**src/rtl/mem_pkg.sv**
```systemverilog
// Shared types and encodings for the L1I/L1D memory arbiter.
// Source encodings follow the existing DATA_SOURCE_* style.
package mem_pkg;

  typedef logic [1:0] data_source_t;

  localparam data_source_t SRC_NONE = 2'd0;
  localparam data_source_t SRC_L1I  = 2'd1;
  localparam data_source_t SRC_L1D  = 2'd2;

  typedef enum logic [1:0] {
    IDLE    = 2'd0,
    BUSY    = 2'd1,
    RESPOND = 2'd2
  } arb_state_t;

  // Counter width able to hold the value `limit` itself.
  function automatic int starve_width(input int limit);
    return (limit < 1) ? 1 : $clog2(limit + 1);
  endfunction

endpackage

```
**src/rtl/mem_arbiter_starve_counter.sv**
```systemverilog
// Saturating count of consecutive arbitration losses by a pending L1I request.
// limit_hit tells the arbiter that instruction fetch must win the next grant.
module starve_counter
  import mem_pkg::*;
#(
  parameter int LIMIT = 4
) (
  input  logic clock,
  input  logic reset_n,
  input  logic inc,
  input  logic clr,
  output logic limit_hit
);

  localparam int W = starve_width(LIMIT);

  logic [W-1:0] count;

  always_ff @(posedge clock) begin
    if (!reset_n) begin
      count <= '0;
    end else if (clr) begin
      count <= '0;
    end else if (inc && !limit_hit) begin
      count <= count + 1'b1;
    end
  end

  assign limit_hit = (count == W'(LIMIT));

endmodule

```
**src/rtl/mem_arbiter.sv**
```systemverilog
// Shares one backing-memory port between L1I refills and L1D accesses.
// Data wins by default; a starvation limit guarantees fetch forward progress.
module mem_arbiter
  import mem_pkg::*;
#(
  parameter int STARVE_LIMIT = 4
) (
  input  logic        clock,
  input  logic        reset_n,

  input  logic        l1i_req,
  input  logic [31:0] l1i_address,
  output logic [31:0] l1i_rdata,
  output logic        l1i_done,
  output logic        stall_l1i,

  input  logic        l1d_req,
  input  logic        l1d_write,
  input  logic [31:0] l1d_address,
  input  logic [31:0] l1d_wdata,
  output logic [31:0] l1d_rdata,
  output logic        l1d_done,
  output logic        stall_l1d,

  output logic        mem_valid,
  output logic        mem_write,
  output logic [31:0] mem_address,
  output logic [31:0] mem_wdata,
  input  logic        mem_ack,
  input  logic [31:0] mem_rdata,

  output logic [1:0]  data_source
);

  arb_state_t   state;
  arb_state_t   state_next;

  data_source_t owner;
  logic [31:0]  address_q;
  logic [31:0]  wdata_q;
  logic         write_q;
  logic [31:0]  resp_q;
  logic [31:0]  l1i_rdata_q;
  logic [31:0]  l1d_rdata_q;

  logic         limit_hit;
  logic         any_req;
  logic         grant_l1d;
  logic         grant_l1i;

  assign any_req   = l1i_req | l1d_req;
  assign grant_l1d = l1d_req & ~(l1i_req & limit_hit);
  assign grant_l1i = l1i_req & ~grant_l1d;

  // Losses and clears only count at an actual arbitration decision in IDLE.
  starve_counter #(
    .LIMIT(STARVE_LIMIT)
  ) u_starve (
    .clock    (clock),
    .reset_n  (reset_n),
    .inc      ((state == IDLE) & l1i_req & grant_l1d),
    .clr      ((state == IDLE) & grant_l1i),
    .limit_hit(limit_hit)
  );

  always_ff @(posedge clock) begin
    if (!reset_n) begin
      state <= IDLE;
    end else begin
      state <= state_next;
    end
  end

  always_comb begin
    state_next = state;
    case (state)
      IDLE:    if (any_req) state_next = BUSY;
      BUSY:    if (mem_ack) state_next = RESPOND;
      RESPOND: state_next = IDLE;
      default: state_next = IDLE;
    endcase
  end

  always_comb begin
    mem_valid = 1'b0;
    mem_write = 1'b0;
    l1i_done  = 1'b0;
    l1d_done  = 1'b0;
    case (state)
      BUSY: begin
        mem_valid = 1'b1;
        mem_write = write_q;
      end
      RESPOND: begin
        l1i_done = (owner == SRC_L1I) & l1i_req;
        l1d_done = (owner == SRC_L1D) & l1d_req;
      end
      default: ;
    endcase
  end

  // The response is held aside until RESPOND so an abandoned request leaves
  // the requester's visible rdata untouched.
  always_ff @(posedge clock) begin
    if (!reset_n) begin
      owner       <= SRC_NONE;
      address_q   <= '0;
      wdata_q     <= '0;
      write_q     <= 1'b0;
      resp_q      <= '0;
      l1i_rdata_q <= '0;
      l1d_rdata_q <= '0;
    end else begin
      case (state)
        IDLE: begin
          if (any_req) begin
            owner     <= grant_l1d ? SRC_L1D : SRC_L1I;
            address_q <= grant_l1d ? l1d_address : l1i_address;
            write_q   <= grant_l1d & l1d_write;
            wdata_q   <= grant_l1d ? l1d_wdata : '0;
          end
        end
        BUSY: begin
          if (mem_ack) resp_q <= write_q ? '0 : mem_rdata;
        end
        RESPOND: begin
          if (l1i_done) l1i_rdata_q <= resp_q;
          if (l1d_done) l1d_rdata_q <= resp_q;
        end
        default: ;
      endcase
    end
  end

  assign mem_address = address_q;
  assign mem_wdata   = wdata_q;
  assign data_source = owner;

  assign l1i_rdata = l1i_done ? resp_q : l1i_rdata_q;
  assign l1d_rdata = l1d_done ? resp_q : l1d_rdata_q;

  assign stall_l1i = l1i_req & ~l1i_done;
  assign stall_l1d = l1d_req & ~l1d_done;

endmodule

```
**config.mk**
```make
export PLATFORM = sky130hd
export DESIGN_NAME = mem_arbiter
export DESIGN_NICKNAME = d
export VERILOG_FILES = /design/src/rtl/mem_pkg.sv /design/src/rtl/mem_arbiter_starve_counter.sv /design/src/rtl/mem_arbiter.sv
export SDC_FILE = /design/constraint.sdc
export NUM_CORES = 1
export LEC_CHECK = 0
export CAP_MARGIN = 40
export CORE_MARGIN = 1
export CORE_UTILIZATION = 25
export DETAILED_ROUTE_END_ITERATION = 12
export SETUP_SLACK_MARGIN = 0.15
export SLEW_MARGIN = 5
export SYNTH_ARGS = -nofsm -noshare
export SYNTH_HDL_FRONTEND = slang
export SYNTH_SLANG_ARGS = --single-unit
```
**constraint.sdc**
```tcl
create_clock -name clock -period 1.7 [get_ports clock]
set_input_delay 0.34 -clock clock [delete_from_list [all_inputs] [get_ports clock]]
set_output_delay 0.34 -clock clock [all_outputs]
set_load 0.03 [all_outputs]
```
---- Word-level counts from Yosys, hierarchy flattened ----
Cells that the tools add are included.
storage, ports and cells
  bits in registers ....................... 168
  input port bits ......................... 134
  output and inout port bits .............. 136
  word-level logic and storage cells ...... 54
cells by class
  add/sub/neg operators ................... 1
  eq/ne operators ......................... 7
  multiplexer cells ....................... 13
  bitwise logic cells ..................... 17
  reduce and logical (&&, ||, !) cells .... 7
operators with widths
  operator               number
  $mux W32               5
  $and A1 B1 Y1          11
  $mux W2                3
  $reduce_and A2 Y1      3
  $not A1 Y1             5
  $eq A2 B1 Y1 const B   2
  $eq A2 B2 Y1 const B   2
  $mux W1                4
  $ne A2 B2 Y1 const B   2
  $pmux W2 S2            1
  $add A3 B1 Y3 const B  1
  $eq A3 B3 Y1 const B   1
  $logic_not A2 Y1       1
  $reduce_or A2 Y1       1
  $logic_and A1 B1 Y1    1
  $logic_not A1 Y1       1
  $or A1 B1 Y1           1

---- Longest topological paths before layout ----
  depth in word-level cells ............... 8
  gate-level depth with buffers ........... 7
  depth with buffers taken out ............ 5

---- Modules after synthesis ----
From an unflattened synthesis, not the netlist that was laid out.
unflattened totals
  cells, all modules ...................... 735
  area total of the unflattened synthesis .. 7262.0 um^2
by module, submodules not included
  module          instances  cells an instance  area an instance (um^2)  sequential area each (um^2)
  mem_arbiter     1          717                7074.3                   3303.2
  starve_counter  1          18                 187.7                    60.1

---- Least setup slack after synthesis ----
No wires, ideal clock.
  path kind ............................... register to output
  from .................................... register owner[0] (netlist: data_source[0])
  to ...................................... output l1i_rdata[0]
  arrival time ............................ 1.574 ns
  data required time ...................... 1.360 ns
  setup slack ............................. -0.214 ns
  stages on the path, launching flop included .. 6
  buffers on the path ..................... 2
  cell sequence ........................... dfxtp_1 nor4bb_1 clkbuf_1 buf_2 nand3_1 nand2_1
on the way
  longest elaborated chain between the ends .. 4
ends and longest elaborated chain
  element                   RTL line            text
  start: declaration        mem_arbiter.sv:38   data_source_t owner;
  start signal: assignment  mem_arbiter.sv:117  owner <= grant_l1d ? SRC_L1D : SRC_L1I;
  $eq A2 B1 Y1              mem_arbiter.sv:95   l1i_done = (owner == SRC_L1I) & l1i_req;
  $and A1 B1 Y1             mem_arbiter.sv:95
  $mux W1                   mem_arbiter.sv:89   case (state)
  $mux W32                  -
  end: declaration          mem_arbiter.sv:13   output logic [31:0] l1i_rdata,
Every way passes these cells.

---- Final worst setup path ----
  from .................................... register state[0]
  to ...................................... output l1i_rdata[7]
on the way
  longest elaborated chain between the ends .. 3
ends and longest elaborated chain
  element                   RTL line           text
  start: declaration        mem_arbiter.sv:35  arb_state_t state;
  start signal: assignment  mem_arbiter.sv:70  state <= state_next;
  $eq A2 B2 Y1              mem_arbiter.sv:89
  $mux W1                   mem_arbiter.sv:89
  $mux W32                  -
Every way passes these cells.

==> flow_summary.toml <==
[status]
outcome = "finished, violations left"
violations = "setup timing"

[sta]
max_clock_freq_mhz = 442.5
final_hold_viol_count = 0
final_max_slew_viol_count = 0
setup_tns_ns = -32.94
slew-limit-headroom = 0.6974
finalWorstSetupSlack_ns = -0.5598
rsz0062_at_grt = "yes"
worstMarginPinSlew_ns = 0.4539
finalCritPeriodShare = 1.329
setup_viol = 103
period_minus_slack_ns = 2.260
clock_skew_ns = 0.01397

[global_route]
grt_pass1_wl_um = 43620
grt_pass1_vias = 7678
grt.overflow.total = 0
grt_antenna_before_repair = 0
grt_use_total = 0.1960
grt_max_degree = 42

[synthesis]
ys_seq_area_frac = 0.4775
syn_area_um2 = 7043
syn-instance-count = 821
synth_edf_count = 0
syn_nets = 957
synthDistinctLibCells = 33
yosys_warnings = 0
synth-main-ff-cell = "dfxtp_1"
async_flop_share = 0
ys_ff_latch = 168
postSynthAreaPerCell_um2 = 8.579

[route]
vias_per_cell = 5.134
wl_um = 31420
drtIter0Drc = 491
drcViolationCount = 0
wl_per_cell_um = 20.37
dr.pass1.iters = 5
num_vias = 7921
drtAntennaViolNets = 0

[critical_path]
reg2regPathDepth = 8
critPathMaxFanout = 16
crit_start = "state[0]"
worstSetupEndpointType = "primary output"
critPathArrivalTime_ns = 1.92
timing.rr.start = "state[1]"
rrSetupSlack_ns = -0.07
crit_type = "reg -> out"
worstReg2RegEnd = "mem_address[11]"
required_ns = 1.36
crit_path_start_kind = "register"

[power]
p_leak_nw = 5.425
ir_worst_vdd_mv = 0.5665
p_per_area_nw_per_um2 = 764.8

[place]
dp_slack_ns = -0.05500
gp_congestion = 0.7624
port_buffers = 269
hpwlAfterDp_um = 16780

[clocking]
cts_tree = "yes"
root_buffer = "clkbuf_16"
cts.sinks = 168
cts_buffers = 17
clockBufferDepth = 2
h-tree-depth = 4
postCtsHoldBufs = 0
clk_pin_slew_ns = 0.08
clkLatencyLatePin_ns = 0.43

[hold_path]
min_path_type = "in -> reg"
worstHoldEndpoint = "l1d_rdata_q[29]"
hold_depth = 4
hp-start = "l1d_req"

[die]
ios = 270
dieArea_um2 = 28850
die_h_um = 169.8
core.rowCount = 61
start_util = 0.2535
coreArea_um2 = 27780
fp.dieW_um = 169.8

[finish]
final_common_cell = "dfxtp_1"
drive_gt1_frac = 0.4180
final_cell_mix = "dfxtp_1 (162), clkdlybuf4s50_1 (131), a21oi_1 (87), buf_6 (76), buf_4 (56)"
n_antenna_cell = 0
fin_util = 0.4949
fin_nets = 1288
areaGrowthSynthToFinish_pct = 95.22

[job]
maxCapViolations = 0
-- cells in the mapped netlist, types with 2 or more instances --
cell / instances / area (um2)
dfxtp_1: 168 / 3363
nand3_1: 66 / 330.3
buf_2: 23 / 115.1
o21ai_1: 9 / 45.04
a21oi_1: 101 / 505.5
buf_1: 3 / 11.26
nor2_1: 7 / 26.28
clkbuf_1: 63 / 236.5
o21bai_1: 32 / 240.2
nand4bb_1: 2 / 22.52
inv_1: 6 / 22.52
o311a_1: 32 / 320.3
o21ai_0: 91 / 455.4
a22o_1: 32 / 280.3
and3_1: 32 / 200.2
a21boi_0: 33 / 247.7
ha_1: 2 / 25.02
nor4bb_1: 2 / 20.02
nand2_1: 69 / 259.0
nand4_1: 35 / 219.0
-- worst max-delay path, cell delays in order, from the launching register on --
cell,delay (ns)
dfxtp_4,0.38
nand4bb_2,0.36
clkbuf_16,0.28
o21ai_1,0.23
nand2_2,0.09
buf_6,0.15
-- cell families (layout without fill, tap and decap cells) --
kind of cell             after synthesis  in the layout  synth area share
adder cells (fa/ha/maj)                2              2          0.003552
buffers and inverters                 97            440           0.05632
flip-flops                           168            168            0.4775
AO/OA/AOI/OAI                        333            333            0.3011
AND/OR/NAND/NOR                      221            222            0.1615
-- area by class of cell --
type	instances	area [um2]
fillers	2584	14030
repair buffers	401	4732
multi-input cells	557	4538
flip-flops and latches	168	3381
well taps	378	473.0
clock buffers	17	425.4
clock inverters	15	170.2
inverters	7	30.03
-- routing by layer --
metal  up-vias  global-route usage  part of all wire
li1       3731                   -                 -
met1      3845              0.2385              0.41
met2       311              0.3337              0.50
met3        34             0.05744             0.072
met4         0             0.05484             0.018
met5         -                   0                 0
-- worst max path at each step --
stage                     to  slack [ns]  depth (start not counted)
2_1_floorplan       l1i_done        0.12                          3
3_3_place_gp   l1d_rdata[25]       -0.02                          5
3_5_place_dp    l1i_rdata[5]       -0.05                          5
4_1_cts        l1i_rdata[26]       -0.49                          6
5_1_grt         l1i_rdata[7]       -0.61                          5
6_report        l1i_rdata[7]       -0.56                          5
-- power by group --
part,switching [mW],total (mW),leakage [nW],internal (mW)
Clock,2.02,4.02,0.290,2.00
Sequential,0.150,4.26,1.37,4.11
Combinational,1.16,2.23,3.76,1.07
-- sequential cells by signal, indices dropped and copies added, names as in the netlist --
signal and flops:
data_source 2, resp_q 32, mem_address 32, u_starve.count 3, l1i_rdata_q 32, mem_wdata 32
l1d_rdata_q 32, write_q 1, state 2
-- metrics by stage --
step,instances,cell area [um2],power [mW],hold WS (ns)
3_3_place_gp,1441,10880,6.108,0.4601
6_report,1543,13750,10.52,0.3608
2_1_floorplan,821,7332,5.183,0.4486
3_5_place_dp,1441,10880,6.114,0.4655
5_1_grt,1543,13750,10.94,0.3475
4_1_cts,1508,12540,10.25,0.2234
-- repair_timing --
| item | CTS | global route |
|---|---|---|
| gates resized for setup | 255 | 264 |
| pin swaps | 35 | 171 |
| endpoints found under the setup margin | 193 | 209 |
| setup buffers | 20 | 18 |
| gates cloned | 15 | 17 |
Note: power is estimated with default switching activity, not from simulation.
